`config.mk`:
```
export PLATFORM = sky130hd
export DESIGN_NAME = data_mem_responder_flat
export DESIGN_NICKNAME = d
export VERILOG_FILES = /design/src/rtl/data_mem_responder_if.sv /design/src/rtl/data_mem_responder.sv /design/src/flat_wrapper.sv
export SDC_FILE = /design/constraint.sdc
export NUM_CORES = 2
export LEC_CHECK = 0
export ABC_AREA = 1
export ABC_CLOCK_PERIOD_IN_PS = 59800
export BUFFER_PORTS_ARGS = -buffer_cell sky130_fd_sc_hd__buf_2
export CELL_PAD_IN_SITES_DETAIL_PLACEMENT = 0
export CELL_PAD_IN_SITES_GLOBAL_PLACEMENT = 1
export CORE_ASPECT_RATIO = 1.4
export CORE_MARGIN = 2
export CORE_UTILIZATION = 51
export CTS_CLUSTER_SIZE = 14
export DETAILED_ROUTE_END_ITERATION = 8
export PLACE_DENSITY_LB_ADDON = 0.1
export SLEW_MARGIN = 40
export SYNTH_ARGS = -nofsm -noshare
export SYNTH_HDL_FRONTEND = slang
export SYNTH_SLANG_ARGS = --single-unit
```
`constraint.sdc`:
```
create_clock -name clk -period 59.8 [get_ports clk]
set_input_delay 11.96 -clock clk [delete_from_list [all_inputs] [get_ports clk]]
set_output_delay 11.96 -clock clk [all_outputs]
set_load 0.01 [all_outputs]
```
`src/rtl/data_mem_responder_if.sv`:
```
// Load/store request and response channels between the MEM stage and its data memory.
`timescale 1ns/1ps
interface data_mem_responder_if #(
    parameter int ADDR_W = 5
);
    logic              req_valid;
    logic              req_ready;
    logic              req_we;
    logic [ADDR_W-1:0] req_addr;
    logic [3:0]        req_be;
    logic [31:0]       req_wdata;
    logic              rsp_valid;
    logic              rsp_ready;
    logic [31:0]       rsp_rdata;

    modport master (
        output req_valid, req_we, req_addr, req_be, req_wdata, rsp_ready,
        input  req_ready, rsp_valid, rsp_rdata
    );

    modport slave (
        input  req_valid, req_we, req_addr, req_be, req_wdata, rsp_ready,
        output req_ready, rsp_valid, rsp_rdata
    );
endinterface

```
`src/rtl/data_mem_responder.sv`:
```
// Slow data-memory target: accepts one load/store, waits WAIT_CYCLES, then responds.
`timescale 1ns/1ps
module data_mem_responder #(
    parameter int ADDR_W      = 5,
    parameter int WAIT_CYCLES = 2
) (
    input logic                 clk,
    input logic                 rst,
    data_mem_responder_if.slave bus
);
    localparam int DATA_W = 32;
    localparam int DEPTH  = 2 ** ADDR_W;

    typedef enum logic [1:0] {IDLE, WAIT, RESP} state_t;

    state_t            state;
    logic [3:0]        cnt;
    logic              we_q;
    logic [ADDR_W-1:0] addr_q;
    logic [3:0]        be_q;
    logic [DATA_W-1:0] wdata_q;
    logic [DATA_W-1:0] mem [DEPTH];
    logic              req_ready_r;
    logic              rsp_valid_r;
    logic [DATA_W-1:0] rdata_r;

    logic              acc_we;
    logic [ADDR_W-1:0] acc_addr;
    logic [3:0]        acc_be;
    logic [DATA_W-1:0] acc_wdata;
    logic [DATA_W-1:0] cur_word;
    logic [DATA_W-1:0] merged;
    logic              do_access;

    function automatic logic [DATA_W-1:0] merge(input logic [DATA_W-1:0] old_word,
                                                input logic [DATA_W-1:0] wdata,
                                                input logic [3:0]        be);
        logic [DATA_W-1:0] res;
        res = old_word;
        for (int i = 0; i < 4; i++) begin
            if (be[i]) res[8*i +: 8] = wdata[8*i +: 8];
        end
        return res;
    endfunction

    // With zero wait states the access happens on the accept edge, so it must
    // see the live request instead of the latched copy.
    always_comb begin
        acc_we    = we_q;
        acc_addr  = addr_q;
        acc_be    = be_q;
        acc_wdata = wdata_q;
        if (state == IDLE) begin
            acc_we    = bus.req_we;
            acc_addr  = bus.req_addr;
            acc_be    = bus.req_be;
            acc_wdata = bus.req_wdata;
        end
    end

    assign cur_word  = mem[acc_addr];
    assign merged    = merge(cur_word, acc_wdata, acc_be);
    assign do_access = ((state == IDLE) && bus.req_valid && (WAIT_CYCLES == 0)) ||
                       ((state == WAIT) && (cnt == 4'd0));

    always_ff @(posedge clk or posedge rst) begin
        if (rst) begin
            state       <= IDLE;
            cnt         <= '0;
            req_ready_r <= 1'b1;
            rsp_valid_r <= 1'b0;
            rdata_r     <= '0;
            we_q        <= 1'b0;
            addr_q      <= '0;
            be_q        <= '0;
            wdata_q     <= '0;
            for (int i = 0; i < DEPTH; i++) mem[i] <= '0;
        end else begin
            case (state)
                IDLE: begin
                    if (bus.req_valid) begin
                        we_q        <= bus.req_we;
                        addr_q      <= bus.req_addr;
                        be_q        <= bus.req_be;
                        wdata_q     <= bus.req_wdata;
                        req_ready_r <= 1'b0;
                        if (WAIT_CYCLES > 0) begin
                            state <= WAIT;
                            cnt   <= 4'(WAIT_CYCLES - 1);
                        end else begin
                            state       <= RESP;
                            rsp_valid_r <= 1'b1;
                        end
                    end
                end
                WAIT: begin
                    if (cnt == 4'd0) begin
                        state       <= RESP;
                        rsp_valid_r <= 1'b1;
                    end else begin
                        cnt <= cnt - 4'd1;
                    end
                end
                RESP: begin
                    if (bus.rsp_ready) begin
                        state       <= IDLE;
                        rsp_valid_r <= 1'b0;
                        req_ready_r <= 1'b1;
                    end
                end
                default: state <= IDLE;
            endcase

            if (do_access) begin
                if (acc_we) mem[acc_addr] <= merged;
                rdata_r <= acc_we ? merged : cur_word;
            end
        end
    end

    assign bus.req_ready = req_ready_r;
    assign bus.rsp_valid = rsp_valid_r;
    assign bus.rsp_rdata = rdata_r;
endmodule

```
`src/flat_wrapper.sv`:
```
// flat-port wrapper written by rule: the top's interface ports become plain ports
module data_mem_responder_flat 
#(
    parameter int ADDR_W      = 5,
    parameter int WAIT_CYCLES = 2
)
  (clk, rst, bus_req_valid, bus_req_we, bus_req_addr, bus_req_be, bus_req_wdata, bus_rsp_ready, bus_req_ready, bus_rsp_valid, bus_rsp_rdata);
  data_mem_responder_if #(.ADDR_W(ADDR_W)) bus_i ();
  input logic clk;
  input logic rst;
  input wire logic [$bits(bus_i.req_valid)-1:0] bus_req_valid;
  input wire logic [$bits(bus_i.req_we)-1:0] bus_req_we;
  input wire logic [$bits(bus_i.req_addr)-1:0] bus_req_addr;
  input wire logic [$bits(bus_i.req_be)-1:0] bus_req_be;
  input wire logic [$bits(bus_i.req_wdata)-1:0] bus_req_wdata;
  input wire logic [$bits(bus_i.rsp_ready)-1:0] bus_rsp_ready;
  output wire logic [$bits(bus_i.req_ready)-1:0] bus_req_ready;
  output wire logic [$bits(bus_i.rsp_valid)-1:0] bus_rsp_valid;
  output wire logic [$bits(bus_i.rsp_rdata)-1:0] bus_rsp_rdata;
  assign bus_i.req_valid = bus_req_valid;
  assign bus_i.req_we = bus_req_we;
  assign bus_i.req_addr = bus_req_addr;
  assign bus_i.req_be = bus_req_be;
  assign bus_i.req_wdata = bus_req_wdata;
  assign bus_i.rsp_ready = bus_rsp_ready;
  assign bus_req_ready = bus_i.req_ready;
  assign bus_rsp_valid = bus_i.rsp_valid;
  assign bus_rsp_rdata = bus_i.rsp_rdata;
  data_mem_responder #(.ADDR_W(ADDR_W), .WAIT_CYCLES(WAIT_CYCLES)) u_core (.clk(clk), .rst(rst), .bus(bus_i));
endmodule
```
# --- Word-level counts from Yosys, hierarchy flattened ---
# Index checks and enable logic that the tools add are counted.
op_classes:
  bitwise_logic: 1
  n_mux: 28
  n_reduce_logical: 13
  n_lt_le_gt_ge: 2
  addsub: 1
  eq_ne: 6
ops:
  columns: ["op", "count"]
  rows:
  - ["$bwmux 1024", 1]
  - ["$bmux 32 s5", 1]
  - ["$demux 32 s5", 1]
  - ["$mux 32", 5]
  - ["$mux 8", 4]
  - ["$mux 4", 3]
  - ["$reduce_and 3->1", 4]
  - ["$ne 2x2->1 const B", 4]
  - ["$pmux 4 s2", 1]
  - ["$ge 6x6->1 const B", 1]
  - ["$lt 6x1->1 const B", 1]
  - ["$mux 2", 3]
  - ["$not 5->6", 1]
  - ["$pmux 2 s3", 1]
  - ["$reduce_bool 2->1", 3]
  - ["$mux 1", 5]
  - ["$mux 5", 1]
  - ["$logic_not 4->1", 1]
  - ["$pmux 1 s2", 2]
  - ["$reduce_and 2->1", 2]
  - ["$sub 4x1->4 const B", 1]
  - ["$eq 2x1->1 const B", 1]
  - ["$eq 2x2->1 const B", 1]
  - ["$logic_and 1x1->1", 2]
  - ["$logic_not 2->1", 1]
word_totals:
  output_inout_bits: 34
  word_cells: 92
  in_bits: 46
  regBits: 1106

# --- Depth between registers and ports, before layout ---
logic_depth:
  word_depth: 8
  depth_mapped: 19
  mapped_depth_nobuf: 16

# --- Worst setup path after synthesis ---
# Ideal clock, no wire load.
synth_timing:
  path_type: "input -> register"
  startpoint: "in bus_req_addr[0]"
  endpoint: "reg u_core.mem[864] in the netlist's numbering"
  slack_ns: 46.024
  arrival_ns: 13.637
  path_buffers: 3
  required_time_ns: 59.662
  setup_time_ns: 0.139
  cell_stages: 9
  cell_sequence: "inv_1 nand2_1 nand2_2 buf_2 buf_2 nand3_4 nor2_2 clkbuf_1 a31oi_1"
synth_via:
  elab_chain_cells: 7
  elab_cells_between_ends: 12
  classes_between: "2 x order compare; 8 x mux; 1 x bitwise; 1 x reduce/logical"
synth_rtl:
  columns: ["item", "line_no", "text"]
  rows:
  - ["start, declared", "flat_wrapper.sv:13", "input wire logic [$bits(bus_i.req_addr)-1:0] bus_req_addr;"]
  - ["$mux 5 (*)", "data_mem_responder.sv:53", "if (state == IDLE) begin"]
  - ["$not 5->6 (implied by the code) (*)", "data_mem_responder.sv:61, data_mem_responder.sv:115", null]
  - ["$ge 6x6->1 (implied by the code), or another cell as far along", "data_mem_responder.sv:115", "if (acc_we) mem[acc_addr] <= merged;"]
  - ["$logic_and 1x1->1 (implied by the code) / $mux 32 (equally long branches)", "data_mem_responder.sv:115, data_mem_responder.sv:61", null]
  - ["$mux 32, on equally long branches", "data_mem_responder.sv:115, data_mem_responder.sv:61", null]
  - ["$demux 32 s5 / $mux 8 (equally long branches)", "data_mem_responder.sv:115, data_mem_responder.sv:41", null]
  - ["$bwmux 1024 (*)", "data_mem_responder.sv:115", null]
  - ["end signal, assigned by index", "data_mem_responder.sv:115", null]
  - ["end, declared", "data_mem_responder.sv:22", "logic [DATA_W-1:0] mem [DEPTH];"]
# Mark *: on every way between the ends. The rest lies on a longest branch, timed or not. The select of a mux whose other input is x is not followed.
# A chain may end at the register's enable or synchronous reset.

# --- Final worst setup path ---
layout_timing:
  startpoint: "in bus_req_addr[1]"
  endpoint: "reg u_core.rdata_r[8] (netlist: u_core.bus.rsp_rdata[8])"
layout_via:
  elab_chain_cells: 7
layout_rtl:
  columns: ["item", "line_no", "text"]
  rows:
  - ["$mux 5 (*)", "data_mem_responder.sv:53", null]
  - ["$not 5->6 (implied by the code) (*)", "data_mem_responder.sv:61", "assign cur_word = mem[acc_addr];"]
  - ["$bmux 32 s5 (*)", "data_mem_responder.sv:61", null]
  - ["$mux 32 (implied by the code) (*) (2 in a row)", "data_mem_responder.sv:61", null]
  - ["$mux 8", "data_mem_responder.sv:41", "if (be[i]) res[8*i +: 8] = wdata[8*i +: 8];"]
  - ["$mux 32 (*)", "data_mem_responder.sv:116", "rdata_r <= acc_we ? merged : cur_word;"]
  - ["end signal, assigned", "data_mem_responder.sv:116", null]
  - ["end, declared", "data_mem_responder.sv:25", "logic [DATA_W-1:0] rdata_r;"]
# Marked as above.

==> metrics.txt <==
CP max FO=about 100; total CTS buffers=roughly 110; number of core rows=142; Layout area overhead=8.24%; most frequent cells in the layout=nand2_1, nor2_1, dfrtp_1, a31oi_1, nand3_1; clk_lat worst skew=roughly 730 ps; Post-synth EDFFs=0; vias in the first global route=46900; Die ar.=roughly 110000 um^2; Post-DP HPWL=between 100 and 150 mm; Worst-path clk slew=60 ps; DR vias/cell=5.95; largest net degree at the start of global routing=158; Fin. Hold Viols=0; post-synth top area cell=dfrtp_1; hold crit path type=flip-flop to flip-flop; Post-CTS Setup Bufs=0; core area=107000 um^2; drt total wl=199 mm; layout cell share with drive strength beyond 1=0.0744; LEAKAGE=0.0304 uW; fin cells=8400; # port buffers=79; crit-path cells=buf_2 -> nand2_1 -> o21ai_4 -> buf_6 -> inv_8 -> buf_4 -> buf_4 -> nand2_1 -> nand2_1 -> nand2_1 -> nand2_1 -> nor2_1 -> nand2_1 -> nand2_2 -> nand3_1 -> nand2_1 -> nand2_1; Synth Instances=7241; initial antenna violation count=16; first-pass GRT wire length=299 mm; Avg Cell Area, Syn=7.60 um^2; MaxCap Viol Count=0; startpoint types=primary input; CTS Sinks=1106; relative slew slack=0.381; multi-input logic area=24100 um^2; gpl congestion=~0.83; CTS tree=built; DRC Markers=0; Slew @ Worst Pin=929 ps; Top delay family on crit path=buffers and inverters; cell area after synthesis=55000 um^2; Die Wd=around 280 um; Critical Path Sink Type=flip-flop; synthesized flop and latch total=1106; via count=50000; CP bufs+invs=5; FILL cells=10400; CP peak stage delay=about 770 ps; Post-Place Cells=8194; top cells by area, synth=dfrtp_1, nand2_1, a31oi_1; Synth warnings=0; Max VDD drop=0.0524 mV; Hold Buf Count CTS=0; top-area cell type share of the netlist area=0.502; initial core utilization=0.515; Max Clk Rate=64.2 MHz; die height=a little under 400 um; Final Net Count=6916; gr usage total=0.361; Max Root-Sink Buffers=3; Tmin final=15580 ps; Root Buffer=clkbuf_16; setup TNS=0 ps; Finish-stage setup viols=0; boundary pin count=80; H-tree Lvls=3; Tcrit/Tclk final=0.260; fin. max-slew vios=0; post-synthesis sequential area ratio=0.503; post-route cell area=slightly below 60000 um^2; top_reg_cell synth=dfrtp_1; count of cells resized by post-cts repair=0; syn_nets=about 7300; Final ANT Viol Nets=0; total gr overflow=0; CP Class=primary input to flip-flop; commonest non-fill, non-tap cell in the layout=nand2_1; Async SR Flop Fraction=1.00; crit-path most repeated cell=nand2_1; Pre-Repair DR Iteration Count=8; wire per inst=23.6 um; Sequential Area=27700 um^2; Critical Path RT=60460 ps; First DRT Iteration DRCs=5776; status=finished, final reports clean; RSZ-0062 raised after global routing=no; Slowest-stage cell, CP=buf_4; pwr dens=roughly 56 nW/um^2; Final Skew=41.1 ps; Cell Area, Placed=55800 um^2; CP arrival=16240 ps; synth unique cells=26
## worst reg2reg max path, stage by stage, from the launching register on
cell     delay, ps
dfrtp_1        420
nor2_4         640
buf_4          650
nand2_1        220
o21ai_4         90
buf_4          510
inv_2          370
nor2_4         480
nand3_4        360
nor2_4         840
buf_4          810
nor2_1         150
a31oi_1        180
## synthesized netlist by cell type, drive strengths merged, types with 8 or more instances
cell type	n
a21oi	36
a31oi	1024
buf	344
clkbuf	354
dfrtp	1105
inv	100
nand2	2439
nand3	581
nor2	1159
nor3	8
o21ai	55
or2	32
## final timing paths
check	start	end	slack, ps	depth (start not counted)
min in group asynchronous	rst	u_core.mem[230]	11270	2
max in group asynchronous	rst	u_core.mem[80]	44920	7
worst min-delay path	u_core.bus.rsp_rdata[16]	u_core.bus.rsp_rdata[16]	480	2
worst min register to register	u_core.bus.rsp_rdata[16]	u_core.bus.rsp_rdata[16]	480	2
worst max-delay path	bus_req_addr[1]	u_core.bus.rsp_rdata[8]	44220	17
worst max register to register	u_core.state[0]	u_core.mem[199]	54010	12
## area by class of cell
class	count	area share
antenna	2	0.0000840
clock buffer	176	0.0563
clock inverter	26	0.00481
inverter	100	0.00668
multi-input combinational	5337	0.405
sequential	1106	0.465
tap	1440	0.0302
timing repair buffer	213	0.0320
## logic make-up after synthesis
kind of cell | share of synthesized area
DFF | 0.503
adders and majority gates | 0.000227
buffers and inverters | 0.0630
and+or+nand+nor | 0.309
AOI/OAI and AO/OA | 0.125
## layer usage
metal  vias to the layer above  track usage  wire length (um)  part of all wire
met2                      2089        0.574             91700              0.46
met4                         8        0.158              9120             0.046
met1                     24300        0.486             81000              0.41
li1                      23100            -                 -                 -
met5                         -            0                46           0.00023
met3                       423       0.0609             16700             0.084
## stage by stage
step / total power [uW] / setup WS, ps / hold WS [ps] / utilization
finish: 3360 / 44220 / 475 / 0.557
global route: 3550 / 43940 / 496 / 0.557
CTS: 3330 / 44070 / 479 / 0.556
detailed placement: 2620 / 43290 / 462 / 0.522
global placement: 2580 / 43090 / 457 / 0.515
floorplan: 2130 / 16700 / 462 / -
## state kept, by name, indices dropped and copies added (netlist names)
name	flops
u_core.mem	1024
u_core.bus.rsp_rdata	32
u_core.wdata_q	32
u_core.addr_q	5
u_core.be_q	4
u_core.cnt	4
u_core.state	2
u_core.bus.req_ready	1
u_core.bus.rsp_valid	1
u_core.we_q	1
## power by group
| group | total (uW) | internal [uW] | leakage [uW] | switching [uW] |
|---|---|---|---|---|
| Combinational | 1530 | 366 | 0.0135 | 1170 |
| Clock | 710 | 404 | 0.00179 | 306 |
| Sequential | 1120 | 990 | 0.0151 | 125 |
| Total | 3360 | 1760 | 0.0304 | 1600 |
Note: power is estimated with default switching activity, not from simulation.
